File: src/rtl/pipe_cla_adder_if.sv
// pipe_cla_adder_if: operand/result handshake bundle for the pipelined lookahead adder
interface pipe_cla_adder_if #(parameter int WIDTH = 16);
    logic             in_valid;
    logic             in_ready;
    logic [WIDTH-1:0] a_in;
    logic [WIDTH-1:0] b_in;
    logic             c_in;
    logic             sub;
    logic             out_valid;
    logic             out_ready;
    logic [WIDTH-1:0] sum;
    logic             c_out;
    logic             ovf;
    modport master (
        output in_valid, a_in, b_in, c_in, sub, out_ready,
        input  in_ready, out_valid, sum, c_out, ovf
    );
    modport slave (
        input  in_valid, a_in, b_in, c_in, sub, out_ready,
        output in_ready, out_valid, sum, c_out, ovf
    );
endinterface

File: src/rtl/pipe_cla_adder.sv
// pipe_cla_adder: pipelined add/sub, one 4-bit lookahead group resolved per stage
module pipe_cla_adder #(
    parameter int WIDTH = 16
) (
    input logic clk,
    input logic rst_n,
    pipe_cla_adder_if.slave bus
);
    localparam int N = WIDTH / 4;

    logic             adv;
    logic [WIDTH-1:0] b_eff;

    assign adv = !bus.out_valid | bus.out_ready;
    assign bus.in_ready = adv;
    assign b_eff = bus.sub ? ~bus.b_in : bus.b_in;

    function automatic logic [4:0] cla4(input logic [3:0] a, input logic [3:0] b, input logic ci);
        logic [3:0] p;
        logic [3:0] g;
        logic [4:0] c;
        p = a ^ b;
        g = a & b;
        c[0] = ci;
        c[1] = g[0] | p[0] & ci;
        c[2] = g[1] | p[1] & g[0] | p[1] & p[0] & ci;
        c[3] = g[2] | p[2] & g[1] | p[2] & p[1] & g[0] | p[2] & p[1] & p[0] & ci;
        c[4] = g[3] | p[3] & g[2] | p[3] & p[2] & g[1] | p[3] & p[2] & p[1] & g[0]
             | p[3] & p[2] & p[1] & p[0] & ci;
        return {c[4], p ^ c[3:0]};
    endfunction

    for (genvar k = 0; k < N; k++) begin : g_stage
        logic [3:0]     ga;
        logic [3:0]     gb;
        logic           ci;
        logic           vi;
        logic [4:0]     r;
        logic [4*k+3:0] s_n;
        logic [4*k+3:0] s_q;
        logic           c_q;
        logic           v_q;

        if (k == 0) begin : g_in
            assign ga  = bus.a_in[3:0];
            assign gb  = b_eff[3:0];
            assign ci  = bus.sub | bus.c_in;
            assign vi  = bus.in_valid;
            assign s_n = r[3:0];
        end else begin : g_in
            assign ga  = g_stage[k-1].g_fwd.a_q[3:0];
            assign gb  = g_stage[k-1].g_fwd.b_q[3:0];
            assign ci  = g_stage[k-1].c_q;
            assign vi  = g_stage[k-1].v_q;
            assign s_n = {r[3:0], g_stage[k-1].s_q};
        end

        assign r = cla4(ga, gb, ci);

        always_ff @(posedge clk) begin
            if (!rst_n) begin
                v_q <= 1'b0;
                c_q <= 1'b0;
                s_q <= '0;
            end else if (adv) begin
                v_q <= vi;
                if (vi) begin
                    c_q <= r[4];
                    s_q <= s_n;
                end
            end
        end

        // Only the not-yet-summed upper operand bits travel forward.
        if (k < N - 1) begin : g_fwd
            localparam int R = WIDTH - 4 * (k + 1);
            logic [R-1:0] a_n;
            logic [R-1:0] b_n;
            logic [R-1:0] a_q;
            logic [R-1:0] b_q;
            if (k == 0) begin : g_src
                assign a_n = bus.a_in[WIDTH-1:4];
                assign b_n = b_eff[WIDTH-1:4];
            end else begin : g_src
                assign a_n = g_stage[k-1].g_fwd.a_q[R+3:4];
                assign b_n = g_stage[k-1].g_fwd.b_q[R+3:4];
            end
            always_ff @(posedge clk) begin
                if (!rst_n) begin
                    a_q <= '0;
                    b_q <= '0;
                end else if (adv && vi) begin
                    a_q <= a_n;
                    b_q <= b_n;
                end
            end
        end else begin : g_last
            logic ovf_q;
            // Carry into the MSB is recovered as sum ^ a ^ b_eff of that bit.
            always_ff @(posedge clk) begin
                if (!rst_n)
                    ovf_q <= 1'b0;
                else if (adv && vi)
                    ovf_q <= r[4] ^ (r[3] ^ ga[3] ^ gb[3]);
            end
            assign bus.sum       = s_q;
            assign bus.c_out     = c_q;
            assign bus.ovf       = ovf_q;
            assign bus.out_valid = v_q;
        end
    end
endmodule
File: src/flat_wrapper.sv
// flat-port wrapper written by rule: the top's interface ports become plain ports
module pipe_cla_adder_flat 
#(
    parameter int WIDTH = 16
)
  (clk, rst_n, bus_in_valid, bus_a_in, bus_b_in, bus_c_in, bus_sub, bus_out_ready, bus_in_ready, bus_out_valid, bus_sum, bus_c_out, bus_ovf);
  pipe_cla_adder_if #(.WIDTH(WIDTH)) bus_i ();
  input logic clk;
  input logic rst_n;
  input wire logic [$bits(bus_i.in_valid)-1:0] bus_in_valid;
  input wire logic [$bits(bus_i.a_in)-1:0] bus_a_in;
  input wire logic [$bits(bus_i.b_in)-1:0] bus_b_in;
  input wire logic [$bits(bus_i.c_in)-1:0] bus_c_in;
  input wire logic [$bits(bus_i.sub)-1:0] bus_sub;
  input wire logic [$bits(bus_i.out_ready)-1:0] bus_out_ready;
  output wire logic [$bits(bus_i.in_ready)-1:0] bus_in_ready;
  output wire logic [$bits(bus_i.out_valid)-1:0] bus_out_valid;
  output wire logic [$bits(bus_i.sum)-1:0] bus_sum;
  output wire logic [$bits(bus_i.c_out)-1:0] bus_c_out;
  output wire logic [$bits(bus_i.ovf)-1:0] bus_ovf;
  assign bus_i.in_valid = bus_in_valid;
  assign bus_i.a_in = bus_a_in;
  assign bus_i.b_in = bus_b_in;
  assign bus_i.c_in = bus_c_in;
  assign bus_i.sub = bus_sub;
  assign bus_i.out_ready = bus_out_ready;
  assign bus_in_ready = bus_i.in_ready;
  assign bus_out_valid = bus_i.out_valid;
  assign bus_sum = bus_i.sum;
  assign bus_c_out = bus_i.c_out;
  assign bus_ovf = bus_i.ovf;
  pipe_cla_adder #(.WIDTH(WIDTH)) u_core (.clk(clk), .rst_n(rst_n), .bus(bus_i));
endmodule
File: config.mk
export PLATFORM = sky130hd
export DESIGN_NAME = pipe_cla_adder_flat
export DESIGN_NICKNAME = d
export VERILOG_FILES = /design/src/rtl/pipe_cla_adder_if.sv /design/src/rtl/pipe_cla_adder.sv /design/src/flat_wrapper.sv
export SDC_FILE = /design/constraint.sdc
export NUM_CORES = 1
export LEC_CHECK = 0
export BUFFER_PORTS_ARGS = -buffer_cell sky130_fd_sc_hd__clkbuf_2
export CORE_ASPECT_RATIO = 0.8
export CORE_UTILIZATION = 35
export CTS_CLUSTER_DIAMETER = 120
export DETAILED_ROUTE_END_ITERATION = 7
export PLACE_DENSITY = 0.55
export SYNTH_ARGS = -nofsm -noshare
export SYNTH_HDL_FRONTEND = slang
export SYNTH_SLANG_ARGS = --single-unit
File: constraint.sdc
create_clock -name clk -period 1.7 [get_ports clk]
set_input_delay 0.255 -clock clk [delete_from_list [all_inputs] [get_ports clk]]
set_output_delay 0.255 -clock clk [all_outputs]
set_load 0.02 [all_outputs]
Word level (Yosys, flattened, before mapping)
Cells that the tools add are included.
{ "totals": {"ff_bits": 97, "latch_bits": 0, "ram_bits": 0, "rom_bits": 0, "in_bits": 38, "out_inout_bits": 20, "elab_cells": 151, "mem_count": 0} }
{ "op_classes": {"n_addsub": 0, "multipliers": 0, "div_mod_pow": 0, "n_lt_le_gt_ge": 0, "eq_ne": 0, "shifts": 0, "mux": 1, "bitwise_logic": 122, "n_reduce_logical": 9} }
{ "ops": {"columns": ["op", "n"], "rows": [
  ["$and A1 B1 Y1", 64],
  ["$or A1 B1 Y1", 42],
  ["$xor A4 B4 Y4", 8],
  ["$and A4 B4 Y4", 4],
  ["$mux W16", 1],
  ["$not A16 Y16", 1],
  ["$reduce_and A2 Y1", 4],
  ["$logic_and A1 B1 Y1", 4],
  ["$xor A1 B1 Y1", 3],
  ["$logic_not A1 Y1", 1]
]} }

Longest topological paths before layout
{ "depth": {"word_depth": 9, "depth_mapped": 9, "mapped_depth_nobuf": 7} }

Worst setup path after synthesis
Ideal clock, no wire load.
{ "synth_path": {"kind": "in2reg", "startpoint": "in bus_sub", "endpoint": "reg u_core.g_stage[0].c_q", "setup_ns": 0.119, "arrival_time_ns": 1.649, "required_time_ns": 1.581, "slack_ns": -0.068, "cell_stages": 9, "n_path_buf": 2, "path_cell_list": "buf_4 > buf_2 > xor2_1 > ha_1 > o21a_1 > o211ai_1 > nand2_1 > a21oi_1 > a21oi_1"} }
{ "synth_via": {"elab_chain_len": 7, "elab_cells_between_ends": 15, "cone_classes": "mux (1); bitwise (14)"} }
{ "synth_rtl": {"columns": ["element", "line", "text"], "rows": [
  ["from (decl)", "flat_wrapper.sv:14", "input wire logic [$bits(bus_i.sub)-1:0] bus_sub;"],
  ["$mux W16", "pipe_cla_adder.sv:16", "assign b_eff = bus.sub ? ~bus.b_in : bus.b_in;"],
  ["$xor A4 B4 Y4 / $and A4 B4 Y4 (equally long branches)", "pipe_cla_adder.sv:22, pipe_cla_adder.sv:23", null],
  ["$and A1 B1 Y1 (on tied branches)", "pipe_cla_adder.sv:28, pipe_cla_adder.sv:29", null],
  ["$or A1 B1 Y1 (tied with other cells) (2 in a row)", "pipe_cla_adder.sv:28", "c[4] = g[3] | p[3] & g[2] | p[3] & p[2] & g[1] | p[3] & p[2] & p[1] & g[0]"],
  ["$or A1 B1 Y1 / $and A1 B1 Y1 (equally long branches)", "pipe_cla_adder.sv:28, pipe_cla_adder.sv:29", null],
  ["$or A1 B1 Y1 *", "pipe_cla_adder.sv:29", "| p[3] & p[2] & p[1] & p[0] & ci;"],
  ["to (signal assigned)", "pipe_cla_adder.sv:68", "c_q <= r[4];"],
  ["to (decl)", "pipe_cla_adder.sv:41", "logic c_q;"]
]} }
Mark *: on every way between the ends. The rest lies on a longest branch, timed or not.
A chain may end at the register's enable or synchronous reset.

Final worst setup path
{ "layout_path": {"startpoint": "reg u_core.g_stage[0].g_fwd.b_q[0]", "endpoint": "reg u_core.g_stage[1].s_q[7]"} }
{ "layout_via": {"elab_chain_len": 5, "elab_cells_between_ends": 8, "cone_classes": "bitwise (8)"} }
{ "layout_rtl": {"columns": ["element", "line", "text"], "rows": [
  ["from (decl)", "pipe_cla_adder.sv:80", "logic [R-1:0] b_q;"],
  ["from (signal assigned)", "pipe_cla_adder.sv:94", "b_q <= b_n;"],
  ["$and A4 B4 Y4 / $xor A4 B4 Y4 (equally long branches)", "pipe_cla_adder.sv:23, pipe_cla_adder.sv:22", null],
  ["$and A1 B1 Y1", "pipe_cla_adder.sv:27", "c[3] = g[2] | p[2] & g[1] | p[2] & p[1] & g[0] | p[2] & p[1] & p[0] & ci;"],
  ["$or A1 B1 Y1 / $and A1 B1 Y1 (equally long branches)", "pipe_cla_adder.sv:27", null],
  ["$or A1 B1 Y1 *", "pipe_cla_adder.sv:27", null],
  ["$xor A4 B4 Y4 *", "pipe_cla_adder.sv:30", "return {c[4], p ^ c[3:0]};"],
  ["to (signal assigned)", "pipe_cla_adder.sv:69", "s_q <= s_n;"],
  ["to (decl)", "pipe_cla_adder.sv:40", "logic [4*k+3:0] s_q;"]
]} }
Marked as above.

==> run summary <==
Status: complete, no violations
Layout area overhead: 17.1%
Clock Skews: 8.11 ps
Crit path DAT: 1890 ps
Fin. max-slew vios: 0
Core box area: 12200 um^2
DR vias/cell: 4.65
Antenna Cells: 0
CP Launch Point: u_core.g_stage[0].g_fwd.b_q[0]
PnR worst setup slack: 49.1 ps
Overall Global Routing Usage: 15.1%
Worst Hold Slack: 141 ps
Critical path capture point type: register
Seq/Total Area, Yosys: 44.2%
First-pass GRT wire length: 15.2 mm
CP required: 1930 ps
Mapped cell area: 4390 um^2
CTS tree: built
Yosys warns: 0
Longest Clk Path Bufs: 2
Syn avg cell area: 8.88 um^2
Top Ports: 58
Final setup fails: 0
Cells after synthesis: 495
# Max-Cap Violations: 0
Fin area: 5140 um^2
CP max FO: 3
Routed wire per std cell: 12.6 um
WL final: 9.12 mm
Routed Antenna Nets: 0
Detailed Routing Iterations Pass 1: 4
Initial Utilization: 36.0%
Power, Total: 5090 uW
Worst Hold Class: in2reg
Synth unique cells: 39
Setup crit start kind: register
Iteration-0 DRC Markers: 126
Share of layout cells above drive strength 1: 17.6%
Slew margin rel.: 72.4%
Worst Path Buf+Inv: 0
Worst path slowest cell: dfxtp_1
# rows: 36
Gpl congestion: 0.726
Placed Instance Area: 4800 um^2
Htree depth: 3
Pin count of the biggest net entering global routing: 68
Maximum vdd drop: 608 uV
Clock sink count: 97
Leak Pwr: 0.00216 uW
Final hold violations: 0
RSZ-0062 raised after global routing: false
Final period utilization: 97.1%
Nets@finish: 604
Initial antenna violation count: 0
# port buffers: 57
GRT Residual Overflow: 0
Clock period minus final worst setup slack: 1650 ps
Die Wd: 127 um
Cts bufs inserted: 9
Hold Path Origin: bus_a_in[8]
Drt drc: 0
Setup CP Type: reg2reg
Clock slew seen by the registers of the worst setup and hold paths: 70 ps
Post-DP HPWL: 6.53 mm
Cell Chain, Critical Path: ha_1 > a21o_1 > a21oi_2 > nor2b_1 > o311a_1 > a32o_1
Pwr dens: 990 nW/um^2
Via count of the routed design: 3359
Die Span Y: 102 um
Tightest Pin Transition: 413 ps
Vias in the first global route: 3271
Post-synthesis register bit count: 97
Fmax: 0.606 GHz
Die area: 13000 um^2
R2r startpoint: u_core.g_stage[0].g_fwd.b_q[0]
CTS Root Buffer Type: clkbuf_16
Dpl ws: 46.5 ps
Clock Latency Late Sink: 340 ps
Biggest cell delay along the critical path: 320 ps
Crit-path leading delay family: compound AO/OA/AOI/OAI gates
Syn Nets: 553
Fillcell total: 1253
Setup TNS: 0 ps
==> routing by layer <==
layer  part of all wire [%]  track usage, %
met3                    4.6            4.45
met4                    1.1            4.40
met5                      0               0
met1                     51            20.1
met2                     43            23.7
==> cells in the mapped netlist (all sizes together) <==
cell type	n	area (um^2)
a211o	2	17.5
a211oi	2	15.0
a21boi	68	510
a21o	3	22.5
a21oi	9	52.6
a32o	2	20.0
a41oi	1	8.76
and2	6	45.1
and3b	1	8.76
buf	23	175
clkbuf	8	30.0
dfxtp	97	1940
fa	4	80.1
ha	16	200
inv	13	51.3
nand2	157	594
nand2b	1	6.26
nand3	6	30.0
nand3b	1	7.51
nor2	6	22.5
nor2b	4	32.5
nor3	3	15.0
o211a	16	160
o211ai	2	15.0
o21a	3	22.5
o21ai	14	70.1
o311a	2	20.0
xnor2	19	166
xor2	6	52.6
==> where the power goes <==
group          switching (uW)  leakage (uW)  internal (uW)  total [uW]
sequential               55.5      0.000790           2360        2420
combinational             247       0.00121            216         463
clock                     849      0.000162           1360        2210
==> final timing paths <==
check                                    to  slack (ps)  cells after the start
min reg2reg               u_core.bus.sum[2]         460                      2
max                u_core.g_stage[1].s_q[7]          50                      6
max reg2reg        u_core.g_stage[1].s_q[7]          50                      6
min          u_core.g_stage[0].g_fwd.a_q[4]         140                      3
==> layout make-up <==
cell class	instances	area (um^2)	area share [%]
inverters	13	51.3	0.997
repair buffers	71	403	7.83
well taps	171	214	4.16
clock buffers	11	253	4.91
multi-input cells	354	2200	42.8
flip-flops and latches	97	1940	37.8
clock inverters	5	77.6	1.51
==> per-stage QoR <==
stage	std cells	utilization (%)
floorplan	495	-
global placement	705	39.3
detailed placement	705	39.3
CTS	721	42.0
global route	722	42.1
finish	722	42.1
==> logic make-up after synthesis <==
group                    count (synthesis)  synth area share, %
XOR/XNOR                                25                 4.98
flip-flops                              97                 44.2
adder cells (fa/ha/maj)                 20                 6.38
AND/OR/NAND/NOR                        185                 17.3
AO/OA/AOI/OAI                          124                 21.3
buffers and inverters                   44                 5.84
==> worst register-to-register path: cells and delay by family, from the launching register on <==
kind	cells	cell delay (ps)
adder cells (fa/ha/maj)	1	290
AO/OA/AOI/OAI	4	860
AND/OR/NAND/NOR	1	80
flip-flops	1	320
==> layout by cell type (no fill, tap or decap), drive strengths merged <==
| cell | synthesis | routed |
|---|---|---|
| o21a | 3 | 3 |
| clkbuf | 8 | 68 |
| inv | 13 | 13 |
| nand3b | 1 | 1 |
| a211oi | 2 | 2 |
| nor3 | 3 | 3 |
| a21o | 3 | 3 |
| clkinvlp | 0 | 1 |
| nor2 | 6 | 6 |
| nand2b | 1 | 1 |
| o21ai | 14 | 14 |
| bufinv | 0 | 2 |
| nor2b | 4 | 4 |
| nand2 | 157 | 157 |
| dfxtp | 97 | 97 |
| o311a | 2 | 2 |
| o211a | 16 | 16 |
| xnor2 | 19 | 19 |
| ha | 16 | 16 |
| a21boi | 68 | 68 |
| and3b | 1 | 1 |
| a41oi | 1 | 1 |
| a211o | 2 | 2 |
| and2 | 6 | 6 |
| nand3 | 6 | 6 |
| o211ai | 2 | 2 |
| a32o | 2 | 2 |
| fa | 4 | 4 |
| a21oi | 9 | 9 |
| xor2 | 6 | 6 |
| clkinv | 0 | 2 |
| buf | 23 | 14 |
==> sequential cells by signal, summed over array words and instances, names as in the netlist <==
signal,count
u_core.bus.c_out,1
u_core.bus.out_valid,1
u_core.bus.ovf,1
u_core.bus.sum,16
u_core.g_stage.c_q,3
u_core.g_stage.g_fwd.a_q,24
u_core.g_stage.g_fwd.b_q,24
u_core.g_stage.s_q,24
u_core.g_stage.v_q,3
==> timing repair <==
action	in CTS	in global routing
setup buffers	0	1
hold buffers	0	0
resized for setup	0	2
setup endpoints to repair	0	5
(Power assumes the default switching activity.)
